**config.mk**
```make
export PLATFORM = sky130hd
export DESIGN_NAME = wb_stage_flat
export DESIGN_NICKNAME = d
export VERILOG_FILES = /design/src/rtl/wb_stage_if.sv /design/src/rtl/wb_stage.sv /design/src/flat_wrapper.sv
export SDC_FILE = /design/constraint.sdc
export NUM_CORES = 1
export LEC_CHECK = 0
export BUFFER_PORTS_ARGS = -buffer_cell sky130_fd_sc_hd__buf_2
export CORE_MARGIN = 2
export CORE_UTILIZATION = 51
export CTS_CLUSTER_DIAMETER = 60
export DETAILED_ROUTE_END_ITERATION = 7
export PLACE_DENSITY_LB_ADDON = 0.3
export SYNTH_ARGS = -nofsm -noshare
export SYNTH_HDL_FRONTEND = slang
export SYNTH_SLANG_ARGS = --single-unit
```
**constraint.sdc**
```tcl
create_clock -name clk -period 2.45 [get_ports clk]
set_input_delay 0.245 -clock clk [delete_from_list [all_inputs] [get_ports clk]]
set_output_delay 0.245 -clock clk [all_outputs]
set_load 0.005 [all_outputs]
```
**src/rtl/wb_stage_if.sv**
```systemverilog
// Writeback stage bus: pipeline result and M-unit offer in, write port and flow control out.
interface wb_stage_if;
    logic        in_valid;
    logic        in_reg_write;
    logic [4:0]  in_rd;
    logic        in_memtoreg;
    logic        in_jump;
    logic [2:0]  in_funct3;
    logic [31:0] in_alu_result;
    logic [31:0] in_mem_rdata;
    logic [31:0] in_pc_plus4;
    logic        div_valid;
    logic [4:0]  div_rd;
    logic [31:0] div_result;
    logic        div_ready;
    logic        pipe_stall;
    logic        reg_write;
    logic [4:0]  rd_wb;
    logic [31:0] wd;

    modport master (
        output in_valid, in_reg_write, in_rd, in_memtoreg, in_jump, in_funct3,
               in_alu_result, in_mem_rdata, in_pc_plus4, div_valid, div_rd, div_result,
        input  div_ready, pipe_stall, reg_write, rd_wb, wd
    );

    modport slave (
        input  in_valid, in_reg_write, in_rd, in_memtoreg, in_jump, in_funct3,
               in_alu_result, in_mem_rdata, in_pc_plus4, div_valid, div_rd, div_result,
        output div_ready, pipe_stall, reg_write, rd_wb, wd
    );
endinterface

```
**src/rtl/wb_stage.sv**
```systemverilog
// Writeback stage: formats the pipeline result and arbitrates the single register-file
// write port between in-order results and buffered out-of-order M-unit results.
module wb_stage #(
    parameter int DIV_DEPTH  = 2,
    parameter int STARVE_MAX = 4
) (
    input  logic      clk,
    input  logic      rst_n,
    wb_stage_if.slave bus
);
    localparam int PTR_W = (DIV_DEPTH > 1) ? $clog2(DIV_DEPTH) : 1;
    localparam int CNT_W = $clog2(DIV_DEPTH + 1);
    localparam int STV_W = $clog2(STARVE_MAX + 1);
    localparam logic [CNT_W-1:0] DEPTH_C  = CNT_W'(DIV_DEPTH);
    localparam logic [STV_W-1:0] STARVE_C = STV_W'(STARVE_MAX);

    logic [4:0]       fifo_rd_q   [DIV_DEPTH];
    logic [31:0]      fifo_data_q [DIV_DEPTH];
    logic [PTR_W-1:0] rd_ptr_q, rd_ptr_d;
    logic [PTR_W-1:0] wr_ptr_q, wr_ptr_d;
    logic [CNT_W-1:0] count_q, count_d;
    logic [STV_W-1:0] starve_q, starve_d;
    logic             reg_write_q, reg_write_d;
    logic [4:0]       rd_wb_q, rd_wb_d;
    logic [31:0]      wd_q, wd_d;

    logic        fifo_empty;
    logic        div_ready;
    logic        pipe_stall;
    logic        pipe_wr;
    logic        push;
    logic        pop;
    logic [1:0]  load_off;
    logic [7:0]  load_byte;
    logic [15:0] load_half;
    logic [31:0] load_fmt;
    logic [31:0] result_sel;

    always_comb begin
        load_off  = bus.in_alu_result[1:0];
        load_byte = bus.in_mem_rdata[{load_off, 3'b000} +: 8];
        load_half = load_off[1] ? bus.in_mem_rdata[31:16] : bus.in_mem_rdata[15:0];
        case (bus.in_funct3)
            3'b000:  load_fmt = {{24{load_byte[7]}}, load_byte};
            3'b001:  load_fmt = {{16{load_half[15]}}, load_half};
            3'b100:  load_fmt = {24'd0, load_byte};
            3'b101:  load_fmt = {16'd0, load_half};
            default: load_fmt = bus.in_mem_rdata;
        endcase
        if (bus.in_jump)
            result_sel = bus.in_pc_plus4;
        else if (bus.in_memtoreg)
            result_sel = load_fmt;
        else
            result_sel = bus.in_alu_result;
    end

    // Flow control looks only at registered state, so an entry pushed this cycle cannot pop until next.
    always_comb begin
        fifo_empty = (count_q == '0);
        div_ready  = (count_q < DEPTH_C);
        pipe_stall = (starve_q == STARVE_C) && !fifo_empty;
        pipe_wr    = bus.in_valid && bus.in_reg_write && (bus.in_rd != 5'd0) && !pipe_stall;
        push       = bus.div_valid && div_ready && (bus.div_rd != 5'd0);
        pop        = pipe_stall || (!pipe_wr && !fifo_empty);
    end

    always_comb begin
        rd_ptr_d = pop  ? rd_ptr_q + PTR_W'(1) : rd_ptr_q;
        wr_ptr_d = push ? wr_ptr_q + PTR_W'(1) : wr_ptr_q;
        count_d  = count_q + CNT_W'(push) - CNT_W'(pop);
        if (fifo_empty || pop)
            starve_d = '0;
        else if (starve_q != STARVE_C)
            starve_d = starve_q + STV_W'(1);
        else
            starve_d = starve_q;
    end

    always_comb begin
        reg_write_d = 1'b0;
        rd_wb_d     = rd_wb_q;
        wd_d        = wd_q;
        if (pop) begin
            reg_write_d = 1'b1;
            rd_wb_d     = fifo_rd_q[rd_ptr_q];
            wd_d        = fifo_data_q[rd_ptr_q];
        end else if (pipe_wr) begin
            reg_write_d = 1'b1;
            rd_wb_d     = bus.in_rd;
            wd_d        = result_sel;
        end
    end

    always_ff @(posedge clk or negedge rst_n) begin
        if (!rst_n) begin
            rd_ptr_q    <= '0;
            wr_ptr_q    <= '0;
            count_q     <= '0;
            starve_q    <= '0;
            reg_write_q <= 1'b0;
            rd_wb_q     <= 5'd0;
            wd_q        <= 32'd0;
            for (int i = 0; i < DIV_DEPTH; i++) begin
                fifo_rd_q[i]   <= 5'd0;
                fifo_data_q[i] <= 32'd0;
            end
        end else begin
            rd_ptr_q    <= rd_ptr_d;
            wr_ptr_q    <= wr_ptr_d;
            count_q     <= count_d;
            starve_q    <= starve_d;
            reg_write_q <= reg_write_d;
            rd_wb_q     <= rd_wb_d;
            wd_q        <= wd_d;
            if (push) begin
                fifo_rd_q[wr_ptr_q]   <= bus.div_rd;
                fifo_data_q[wr_ptr_q] <= bus.div_result;
            end
        end
    end

    assign bus.div_ready  = div_ready;
    assign bus.pipe_stall = pipe_stall;
    assign bus.reg_write  = reg_write_q;
    assign bus.rd_wb      = rd_wb_q;
    assign bus.wd         = wd_q;
endmodule

```
**src/flat_wrapper.sv**
```systemverilog
// flat-port wrapper written by rule: the top's interface ports become plain ports
module wb_stage_flat 
#(
    parameter int DIV_DEPTH  = 2,
    parameter int STARVE_MAX = 4
)
  (clk, rst_n, bus_in_valid, bus_in_reg_write, bus_in_rd, bus_in_memtoreg, bus_in_jump, bus_in_funct3, bus_in_alu_result, bus_in_mem_rdata, bus_in_pc_plus4, bus_div_valid, bus_div_rd, bus_div_result, bus_div_ready, bus_pipe_stall, bus_reg_write, bus_rd_wb, bus_wd);
  wb_stage_if bus_i ();
  input  logic clk;
  input  logic rst_n;
  input wire logic [$bits(bus_i.in_valid)-1:0] bus_in_valid;
  input wire logic [$bits(bus_i.in_reg_write)-1:0] bus_in_reg_write;
  input wire logic [$bits(bus_i.in_rd)-1:0] bus_in_rd;
  input wire logic [$bits(bus_i.in_memtoreg)-1:0] bus_in_memtoreg;
  input wire logic [$bits(bus_i.in_jump)-1:0] bus_in_jump;
  input wire logic [$bits(bus_i.in_funct3)-1:0] bus_in_funct3;
  input wire logic [$bits(bus_i.in_alu_result)-1:0] bus_in_alu_result;
  input wire logic [$bits(bus_i.in_mem_rdata)-1:0] bus_in_mem_rdata;
  input wire logic [$bits(bus_i.in_pc_plus4)-1:0] bus_in_pc_plus4;
  input wire logic [$bits(bus_i.div_valid)-1:0] bus_div_valid;
  input wire logic [$bits(bus_i.div_rd)-1:0] bus_div_rd;
  input wire logic [$bits(bus_i.div_result)-1:0] bus_div_result;
  output wire logic [$bits(bus_i.div_ready)-1:0] bus_div_ready;
  output wire logic [$bits(bus_i.pipe_stall)-1:0] bus_pipe_stall;
  output wire logic [$bits(bus_i.reg_write)-1:0] bus_reg_write;
  output wire logic [$bits(bus_i.rd_wb)-1:0] bus_rd_wb;
  output wire logic [$bits(bus_i.wd)-1:0] bus_wd;
  assign bus_i.in_valid = bus_in_valid;
  assign bus_i.in_reg_write = bus_in_reg_write;
  assign bus_i.in_rd = bus_in_rd;
  assign bus_i.in_memtoreg = bus_in_memtoreg;
  assign bus_i.in_jump = bus_in_jump;
  assign bus_i.in_funct3 = bus_in_funct3;
  assign bus_i.in_alu_result = bus_in_alu_result;
  assign bus_i.in_mem_rdata = bus_in_mem_rdata;
  assign bus_i.in_pc_plus4 = bus_in_pc_plus4;
  assign bus_i.div_valid = bus_div_valid;
  assign bus_i.div_rd = bus_div_rd;
  assign bus_i.div_result = bus_div_result;
  assign bus_div_ready = bus_i.div_ready;
  assign bus_pipe_stall = bus_i.pipe_stall;
  assign bus_reg_write = bus_i.reg_write;
  assign bus_rd_wb = bus_i.rd_wb;
  assign bus_wd = bus_i.wd;
  wb_stage #(.DIV_DEPTH(DIV_DEPTH), .STARVE_MAX(STARVE_MAX)) u_core (.clk(clk), .rst_n(rst_n), .bus(bus_i));
endmodule
```
==> results of run 1 <==
worst paths after layout:
check / start / to / cells after the start
min: bus_in_rd[2] / u_core.bus.rd_wb[2]$_DFFE_PN0P_ / 3
max reg2reg: u_core.starve_q[0]$_DFFE_PN0P_ / u_core.bus.wd[29]$_DFFE_PN0P_ / 7
min reg2reg: u_core.starve_q[0]$_DFFE_PN0P_ / u_core.starve_q[0]$_DFFE_PN0P_ / 1
max in group asynchronous: rst_n / u_core.rd_ptr_q$_DFFE_PN0P_ / 3
min in group asynchronous: rst_n / u_core.bus.wd[22]$_DFFE_PN0P_ / 2
max: u_core.starve_q[0]$_DFFE_PN0P_ / u_core.bus.wd[29]$_DFFE_PN0P_ / 7
critical path: cells and delay by family, from the launching register on:
family,cells,cell delay (ns)
AO/OA/AOI/OAI,4,0.99
adder cells (fa/ha/maj),1,0.19
buffers and inverters,2,0.27
flip-flops,1,0.36
sequential cells by signal (all words and copies together), names as in the netlist:
register and cells:
u_core.bus.rd_wb 5, u_core.bus.reg_write 1, u_core.bus.wd 32, u_core.count_q 2
u_core.fifo_data_q 64, u_core.fifo_rd_q 10, u_core.rd_ptr_q 1, u_core.starve_q 3
u_core.wr_ptr_q 1
cell usage after synthesis, drive strengths merged:
master,number,area share (%)
a311o,16,2.5
o31a,1,0.14
a311oi,1,0.14
or4,2,0.23
nor2,10,0.58
a221o,1,0.16
ha,3,0.58
a21o,1,0.12
nor3,18,1.4
o211ai,4,0.47
inv,11,0.64
xnor2,4,0.54
a31oi,7,0.68
mux4,1,0.35
nand2b,8,0.78
o21a,1,0.12
a21oi,50,3.9
mux2,91,16
dfrtp,119,46
buf,15,1.5
o2111ai,1,0.23
o21bai,1,0.12
and3,1,0.097
nor2b,9,0.87
nand2,66,3.9
nand4,1,0.097
nand3b,7,0.81
o2111a,1,0.17
mux2i,35,5.4
or2,1,0.097
a32oi,1,0.14
nor3b,3,0.35
a221oi,31,4.5
o31ai,1,0.12
clkbuf,35,2.0
o221ai,13,1.8
o21ai,33,2.6
layer usage:
layer  wire (um)  track usage (%)  vias to the layer above
li1            -                -                     2632
met3        1790             9.55                       54
met4         643             13.8                        2
met5          13                0                        -
met2        9100             45.9                      327
met1        8300             39.8                     2896
kinds of logic (layout without fill, tap and decap cells):
logic type,Yosys count,in the layout,synth area share [%]
buf+inv,61,252,4.15
flops,119,119,46.1
simple gates,126,126,9.19
xor+xnor,4,4,0.543
other cells,0,2,0
mux,127,127,21.7
compound gates,164,164,17.7
fa+ha+maj,3,3,0.582
area by class of cell:
type	instances	area, um^2
diodes	2	5.00
clock buffers	22	474
clock inverters	8	98.8
fillers	989	4230
inverters	11	41.3
multi-input cells	424	3230
flip-flops and latches	119	2980
well taps	172	215
repair buffers	211	1200
per-stage QoR:
step                util (%)  setup WS [ns]
floorplan                  -          0.366
global placement        61.4          0.333
detailed placement      61.4          0.263
CTS                     66.1          0.500
global route            66.1          0.382
finish                  66.1          0.503
repair_timing:
item / CTS / global route
hold buffers: 1 / 0
setup buffers: 0 / 0
endpoints found under the hold margin: 14 / 0
power groups by stage:
| stage | Combinational (W) | Clock [W] | Sequential (W) |
|---|---|---|---|
| after floorplan | 0.00258 | 0 | 0.00339 |
| after global placement | 0.00361 | 0 | 0.00349 |
| after detailed placement | 0.00376 | 0 | 0.00356 |
| after CTS | 0.00378 | 0.00247 | 0.00354 |
| after global routing | 0.00416 | 0.00257 | 0.00365 |
| final | 0.00378 | 0.00244 | 0.00355 |
==> impl_metrics.csv, run 1 <==
group,metric,value,unit
power,p_clk_share,25.0,%
cells_and_area,post_route_cells_drive_above_1_share,33.1,%
place,gp_congestion,0.866,
die,std_cell_rows,41,
run_status,status,"finished clean",
clock_tree,clkSinkCount,119,
timing,fin_crit,1.95,ns
worst_setup_path,cp_max_fo,36,
power,p_seq_share,36.3,%
global_route,antenna_found_initial,2,
worst_setup_path,start_kind,"flop",
logic_synthesis,synth_seq_cells,119,
power,p_leak,3.73,nW
worst_setup_path,crit_type,"reg -> reg",
timing,fmax,0.514,GHz
timing,slew_viol_final,0,
timing,hold_viol_final,0,
logic_synthesis,netlist_instances,604,
worst_setup_path,cp-end-kind,"flop",
route,first_pass_iters,6,
power,p_per_area,1190,nW/um^2
die,die_w,116,um
worst_setup_path,required,2.75,ns
timing,grt_setup_unrepaired,"no",
cells_and_area,syn_to_final_growth,27.7,%
global_route,grt_first_pass_wirelength,30500,um
clock_tree,path_clk_slew,0.05,ns
route,wire_per_inst,20.5,um
worst_setup_path,slowest_stage,"dfrtp_1",
clock_tree,clockBufferDepth,2,
die,die_h,116,um
die,boundaryPins,188,
worst_setup_path,reg2reg_slack,0.50,ns
route,antenna_left,0,
route,drc,0,
global_route,grt_pass1_vias,5653,
cells_and_area,fin_nets,935,
route,drtIter0Drc,545,
job,max_cap_viol_count,0,
global_route,grt_max_degree,75,
timing,worst_pin_slew,0.907,ns
clock_tree,cts_tree,"yes",
die,core-area,12500,um^2
cells_and_area,layout_common_cells,"buf_2, dfrtp_1, mux2_1, nand2_1, a21oi_1",
worst_setup_path,path_cells,"inv_1 -> ha_1 -> o211ai_1 -> o2111a_2 -> buf_12 -> a21oi_1 -> a311o_1",
logic_synthesis,synth_warnings,0,
clock_tree,clk_latency,0.42,ns
clock_tree,numCtsBuffers,17,
timing,finalSetupTns,0,ns
worst_setup_path,cpPeakStageDelay,0.36,ns
power,internal_power,0.00643,W
logic_synthesis,synthDistinctLibCells,45,
cells_and_area,instances_no_fill,969,
min_path,hp-class,"in -> reg",
timing,holdWs,0.0516,ns
logic_synthesis,netlist_area,6450,um^2
place,postPlaceCellArea,7650,um^2
place,io_buffer_count,187,
place,place_hpwl,14000,um
clock_tree,clock_tree.root_cell,"clkbuf_16",
route,via_per_inst,6.10,
logic_synthesis,syn_area_per_cell,10.7,um^2
logic_synthesis,yosysSeqAreaShare,46.1,%
timing,period_share,79.5,%
logic_synthesis,syn_nets,755,
route,routed_wl,19800,um
power,pwr-share-comb,38.7,%
timing,setup_violations,0,
cells_and_area,fin_area,8240,um^2
timing,slew-limit-headroom,39.4,%
power,vdd_drop_max,0.000566,V
route,num_vias,5911,
global_route,track_usage,30.2,%
timing,skew,0.00748,ns
place,dpl.cell_count,936,
power,total_power,0.00978,W
worst_setup_path,cp.arrival,2.24,ns
power,p_switching,0.00335,W
power,switching_share,34.3,%
die,initial_utilization,51.8,%
cells_and_area,final_common_cell,"buf_2",
clock_tree,ctsResizeCount,0,
global_route,grt_overflow_total,0,
die,die_area,13600,um^2
clock_tree,htreeDepth,4,
No activity file was read; power rests on OpenSTA's default activity.
==> run 2, diff against run 1 <==
ABC_AREA = 1   (was not set)
clock period = 1.8 ns   (was 2.45 ns; I/O delays follow)
==> impl_metrics.csv, run 2 <==
group,metric,value,unit
run_status,status,"finished clean",
worst_setup_path,r2r_start,"u_core.starve_q[0]$_DFFE_PN0P_",
clock_tree,numCtsBuffers,17,
route,drtIter0Drc,815,
logic_synthesis,synth.most_common_cell,"nand2_1",
global_route,grt_first_pass_wirelength,32100,um
min_path,hp-class,"in -> reg",
logic_synthesis,yosysTopAreaCell,"dfrtp_1",
logic_synthesis,synthDistinctLibCells,29,
power,total_power,0.0127,W
worst_setup_path,crit_type,"reg -> reg",
worst_setup_path,path_cells,"inv_1 -> ha_1 -> nand2_2 -> nor2_4 -> nor2_4 -> nand2_4 -> buf_12 -> nand2_4 -> buf_4 -> nor2_1 -> a21oi_1",
clock_tree,clk_latency,0.41,ns
route,via_per_inst,5.24,
clock_tree,htreeDepth,4,
worst_setup_path,required,2.08,ns
worst_setup_path,slowest_stage,"dfrtp_1",
place,place_hpwl,14800,um
timing,period_share,93.3,%
logic_synthesis,synth_common_cells,"nand2_1, o21ai_0, dfrtp_1",
power,p_leak,4.59,nW
die,initial_utilization,51.7,%
cells_and_area,post_route_cells_drive_above_1_share,23.9,%
cells_and_area,final_common_cell,"nand2_1",
logic_synthesis,yosysSeqAreaShare,43.8,%
power,p_per_area,1490,nW/um^2
place,io_buffer_count,187,
timing,slew_viol_final,0,
cells_and_area,diodes,0,
logic_synthesis,synth_edf_count,0,
global_route,grt_overflow_total,0,
logic_synthesis,syn_area_per_cell,7.15,um^2
cells_and_area,regMostFlops,"u_core.fifo_data_q",
die,std_cell_rows,42,
global_route,grt_max_degree,51,
route,first_pass_iters,5,
worst_setup_path,cp_max_fo,29,
logic_synthesis,synthTopCellsByArea,"dfrtp_1, nand2_1, o21ai_0",
clock_tree,path_clk_slew,0.05,ns
worst_setup_path,cpPeakStageDelay,0.39,ns
logic_synthesis,netlist_area,6800,um^2
clock_tree,clockBufferDepth,2,
timing,fmax,0.595,GHz
worst_setup_path,critPathLaunch,"u_core.starve_q[0]$_DFFE_PN0P_",
route,num_vias,6897,
logic_synthesis,ys_async_sr_fraction,100,%
logic_synthesis,synth_top_flop_cell,"dfrtp_1",
clock_tree,cts_tree,"yes",
global_route,grt_pass1_vias,6465,
cells_and_area,seq_area,2980,um^2
route,drc,0,
place,dpl.cell_count,1284,
job,max_cap_viol_count,0,
route,routed_wl,19800,um
worst_setup_path,start_kind,"flop",
route,antenna_left,0,
logic_synthesis,netlist_instances,951,
timing,fin_crit,1.68,ns
clock_tree,clock_tree.root_cell,"clkbuf_16",
die,core-area,13100,um^2
logic_synthesis,synth_top_area_share,43.8,%
timing,setup_violations,0,
cells_and_area,instances_no_fill,1315,
cells_and_area,fin_nets,1279,
global_route,antenna_found_initial,0,
logic_synthesis,synth_seq_cells,119,
logic_synthesis,synth_warnings,0,
clock_tree,clkSinkCount,119,
timing,finalSetupTns,0,ns
power,vdd_drop_max,0.000826,V
logic_synthesis,syn_nets,1102,
route,wire_per_inst,15.1,um
timing,holdWs,0.0345,ns
die,die_area,14300,um^2
die,die_w,119,um
worst_setup_path,cp-end-kind,"flop",
cells_and_area,syn_to_final_growth,25.6,%
cells_and_area,multiInputGateArea,3240,um^2
die,die_h,119,um
cells_and_area,nFillCells,1192,
worst_setup_path,cp.arrival,1.96,ns
cells_and_area,largest_register_ffs,64,
min_path,min_from,"bus_div_result[23]",
cells_and_area,layout_common_cells,"nand2_1, buf_2, o21ai_0, dfrtp_1, nor2_1",
die,boundaryPins,188,
global_route,track_usage,28.3,%
timing,hold_viol_final,0,
timing,worst_pin_slew,0.468,ns
timing,skew,0.0104,ns
timing,slew-limit-headroom,68.7,%
cells_and_area,post-route-util,65.0,%
place,gp_congestion,0.974,
-- run 2: cell families (layout without fill, tap and decap cells) --
family                     Yosys count  after routing  share of synthesized area, %
and+or+nand+nor                    454            454                          26.8
AOI/OAI and AO/OA                  216            216                          16.3
buffers and inverters              133            321                          8.71
DFF                                119            119                          43.8
muxes                               23             23                          3.52
adders and majority gates            3              3                         0.552
xor gates and xnor gates             3              3                         0.387
-- run 2: per-layer routing --
layer / vias up / part of all wire (%) / global-route usage (%)
li1: 3394 / - / -
met1: 3209 / 46 / 40.6
met2: 269 / 47 / 44.6
met3: 25 / 5.9 / 4.89
met4: 0 / 1.8 / 7.57
met5: - / 0 / 0
-- run 2: report_power, final --
group	switching, W	internal [W]
sequential	0.000751	0.00394
clock	0.00107	0.00206
combinational	0.00290	0.00202
total	0.00472	0.00802
-- run 2: cell type report --
type / count / share of cell area (%)
multi-input cells: 699 / 38.0
flip-flops and latches: 119 / 34.9
repair buffers: 216 / 14.8
clock buffers: 27 / 6.01
inverters: 75 / 3.33
well taps: 176 / 2.58
clock inverters: 3 / 0.469
-- run 2: path summary, 6_finish.rpt --
| kind | slack (ns) | to | depth (start not counted) |
|---|---|---|---|
| max | 0.12 | u_core.bus.wd[12]$_DFFE_PN0P_ | 11 |
| min | 0.03 | u_core.fifo_data_q[23]$_DFFE_PN0P_ | 3 |
| max reg2reg | 0.12 | u_core.bus.wd[12]$_DFFE_PN0P_ | 11 |
| min reg2reg | 0.46 | u_core.starve_q[0]$_DFFE_PN0P_ | 1 |
| max in group asynchronous | 0.86 | u_core.starve_q[1]$_DFFE_PN0P_ | 3 |
| min in group asynchronous | 0.27 | u_core.fifo_data_q[4]$_DFFE_PN0P_ | 2 |
-- run 2: what timing repair did --
item	4_1_cts	5_1_grt
endpoints found under the hold margin	32	0
buffers inserted	0	0
gates resized for setup	0	9
hold buffers	1	0
setup endpoints to repair	0	32
-- run 2: critical path, delay by kind of cell (launching register included) --
| kind | cells | cell delay [ns] |
|---|---|---|
| AO/OA/AOI/OAI | 1 | 0.05 |
| AND/OR/NAND/NOR | 6 | 0.54 |
| flip-flops | 1 | 0.39 |
| buffers and inverters | 3 | 0.43 |
| adder cells (fa/ha/maj) | 1 | 0.15 |
-- run 2: metrics by stage --
step	cell area, um^2	setup slack, ns
6_report	8540	0.121
5_1_grt	8540	-0.00518
4_1_cts	8520	0.0225
3_5_place_dp	7960	0.0680
3_3_place_gp	7960	0.129
2_1_floorplan	6800	0.0351
==> run 3, diff against run 2 <==
ABC_AREA = not set   (was 1)
==> impl_metrics.csv, run 3 (synthesis results as in run 1) <==
group,metric,value,unit
run_status,status,"finished with violations",
run_status,violations,"negative setup slack",
route,routed_wl,23900,um
die,initial_utilization,51.8,%
cells_and_area,seq_area,2980,um^2
power,switching_share,36.9,%
power,p_seq_share,34.1,%
cells_and_area,multiInputGateArea,3630,um^2
clock_tree,path_clk_slew,0.06,ns
cells_and_area,final_common_cell,"buf_2",
cells_and_area,fin_nets,1013,
power,p_leak,4.29,nW
timing,setup_violations,24,
worst_setup_path,cp_max_fo,9,
min_path,hold_path_depth,2,
worst_setup_path,required,2.10,ns
cells_and_area,regMostFlops,"u_core.fifo_data_q",
power,p_clk_share,21.9,%
worst_setup_path,reg2reg_depth,9,
route,drtIter0Drc,596,
timing,worst_pin_slew,0.629,ns
worst_setup_path,path_cells,"inv_1 -> ha_2 -> o211ai_1 -> buf_4 -> o2111a_2 -> buf_12 -> buf_12 -> a21oi_1 -> a311o_1",
timing,fin_crit,1.91,ns
worst_setup_path,start_kind,"flop",
clock_tree,cts_tree,"yes",
cells_and_area,diodes,0,
timing,grt_setup_unrepaired,"yes",
timing,fmax,0.523,GHz
timing,holdWs,0.0131,ns
clock_tree,htreeDepth,4,
timing,hold_viol_final,0,
route,num_vias,6497,
global_route,grt_first_pass_wirelength,34200,um
clock_tree,numCtsBuffers,17,
global_route,track_usage,33.9,%
route,drc,0,
die,die_area,13600,um^2
route,antenna_left,0,
die,core-area,12500,um^2
global_route,grt_pass1_vias,6570,
place,gp_congestion,0.907,
global_route,grt_max_degree,42,
global_route,grt_overflow_total,0,
job,max_cap_viol_count,0,
timing,worst_slack,-0.111,ns
worst_setup_path,cpMostUsedCell,"buf_12",
worst_setup_path,slowest_stage,"dfrtp_1",
timing,skew,0.0106,ns
power,p_switching,0.00527,W
power,internal_power,0.00903,W
timing,slew-limit-headroom,58.0,%
worst_setup_path,cp-end-kind,"flop",
cells_and_area,post_route_cells_drive_above_1_share,40.6,%
global_route,antenna_found_initial,2,
die,die_h,116,um
die,die_w,116,um
power,pwr-share-comb,43.9,%
cells_and_area,largest_register_ffs,64,
worst_setup_path,cpPeakStageDelay,0.36,ns
timing,finalSetupTns,-0.940,ns
place,io_buffer_count,187,
route,first_pass_iters,7,
cells_and_area,nFillCells,823,
die,std_cell_rows,41,
clock_tree,clockBufferDepth,2,
die,boundaryPins,188,
route,wire_per_inst,22.8,um
min_path,hp-class,"in -> reg",
clock_tree,clkSinkCount,119,
worst_setup_path,cp.arrival,2.21,ns
timing,period_share,106,%
place,place_hpwl,15000,um
power,vdd_drop_max,0.000863,V
worst_setup_path,crit_type,"reg -> reg",
cells_and_area,syn_to_final_growth,48.1,%
timing,slew_viol_final,0,
clock_tree,clock_tree.root_cell,"clkbuf_16",
cells_and_area,layout_common_cells,"buf_2, dfrtp_1, mux2_1, nand2_1, a21oi_1",
power,p_per_area,1500,nW/um^2
clock_tree,clk_latency,0.43,ns
route,via_per_inst,6.21,
-- run 3: cell types whose count changed in the layout (fill, tap and decap cells not counted), sizes merged, moves of 35 or more --
cell	before	now
nand2	313	66
o21ai	123	33
nor2	95	10
mux2	7	91
inv	75	11
nand3	40	0
a21oi	89	50
buf	215	250
-- run 3: final timing paths --
kind	to	slack (ns)	startpoint
setup / recovery	u_core.bus.wd[25]$_DFFE_PN0P_	-0.11	u_core.starve_q[1]$_DFFE_PN0P_
hold / removal	u_core.bus.wd[27]$_DFFE_PN0P_	0.01	bus_in_pc_plus4[27]
setup reg to reg	u_core.bus.wd[25]$_DFFE_PN0P_	-0.11	u_core.starve_q[1]$_DFFE_PN0P_
hold reg to reg	u_core.fifo_data_q[34]$_DFFE_PN0P_	0.48	u_core.fifo_data_q[34]$_DFFE_PN0P_
max in group asynchronous	u_core.fifo_rd_q[8]$_DFFE_PN0P_	0.89	rst_n
min in group asynchronous	u_core.bus.wd[14]$_DFFE_PN0P_	0.31	rst_n
-- run 3: stage by stage --
stage | std cells | worst slack (ns) | area [um^2] | power, W | util [%]
6_report | 1047 | -0.111 | 9560 | 0.0143 | 76.7
5_1_grt | 1047 | -0.165 | 9560 | 0.0150 | 76.7
4_1_cts | 1037 | -0.0194 | 9110 | 0.0136 | 73.1
3_5_place_dp | 960 | -0.132 | 7940 | 0.0102 | 63.7
3_3_place_gp | 960 | -0.0976 | 7940 | 0.00992 | 63.7
2_1_floorplan | 604 | -0.0583 | 6490 | 0.00813 | -
-- run 3: area by class of cell --
type                            count  share of cell area [%]
Tap cell                          172                    2.25
Multi-Input combinational cell    424                    38.0
Clock buffer                       22                    4.65
Clock inverter                     10                   0.851
Sequential cell                   119                    31.2
Timing Repair Buffer              289                    22.7
Inverter                           11                   0.432
-- run 3: what timing repair did --
item	4_1_cts	5_1_grt
cloned	5	3
hold buffers	34	0
pin swaps	4	10
hold endpoints to repair	93	0
gates resized for setup	12	60
endpoints found under the setup margin	33	36
setup buffers	6	8
-- run 3: layer usage --
layer  track usage (%)  wire length [um]
met5                 0                13
met4              17.8              1120
met3              9.13              1900
met2              56.7             11800
met1              40.0              8990
-- run 3: power groups by stage --
stage	clock network, W	logic, W	registers (W)
after floorplan	0	0.00352	0.00461
final	0.00314	0.00628	0.00488
after global routing	0.00324	0.00677	0.00499
after CTS	0.00312	0.00569	0.00480
after global placement	0	0.00522	0.00470
after detailed placement	0	0.00541	0.00483
-- run 3: critical path: cells and delay by family (launching register included) --
kind | cells | cell delay (ns)
buf+inv | 4 | 0.47
flops | 1 | 0.36
compound gates | 4 | 0.78
fa+ha+maj | 1 | 0.16
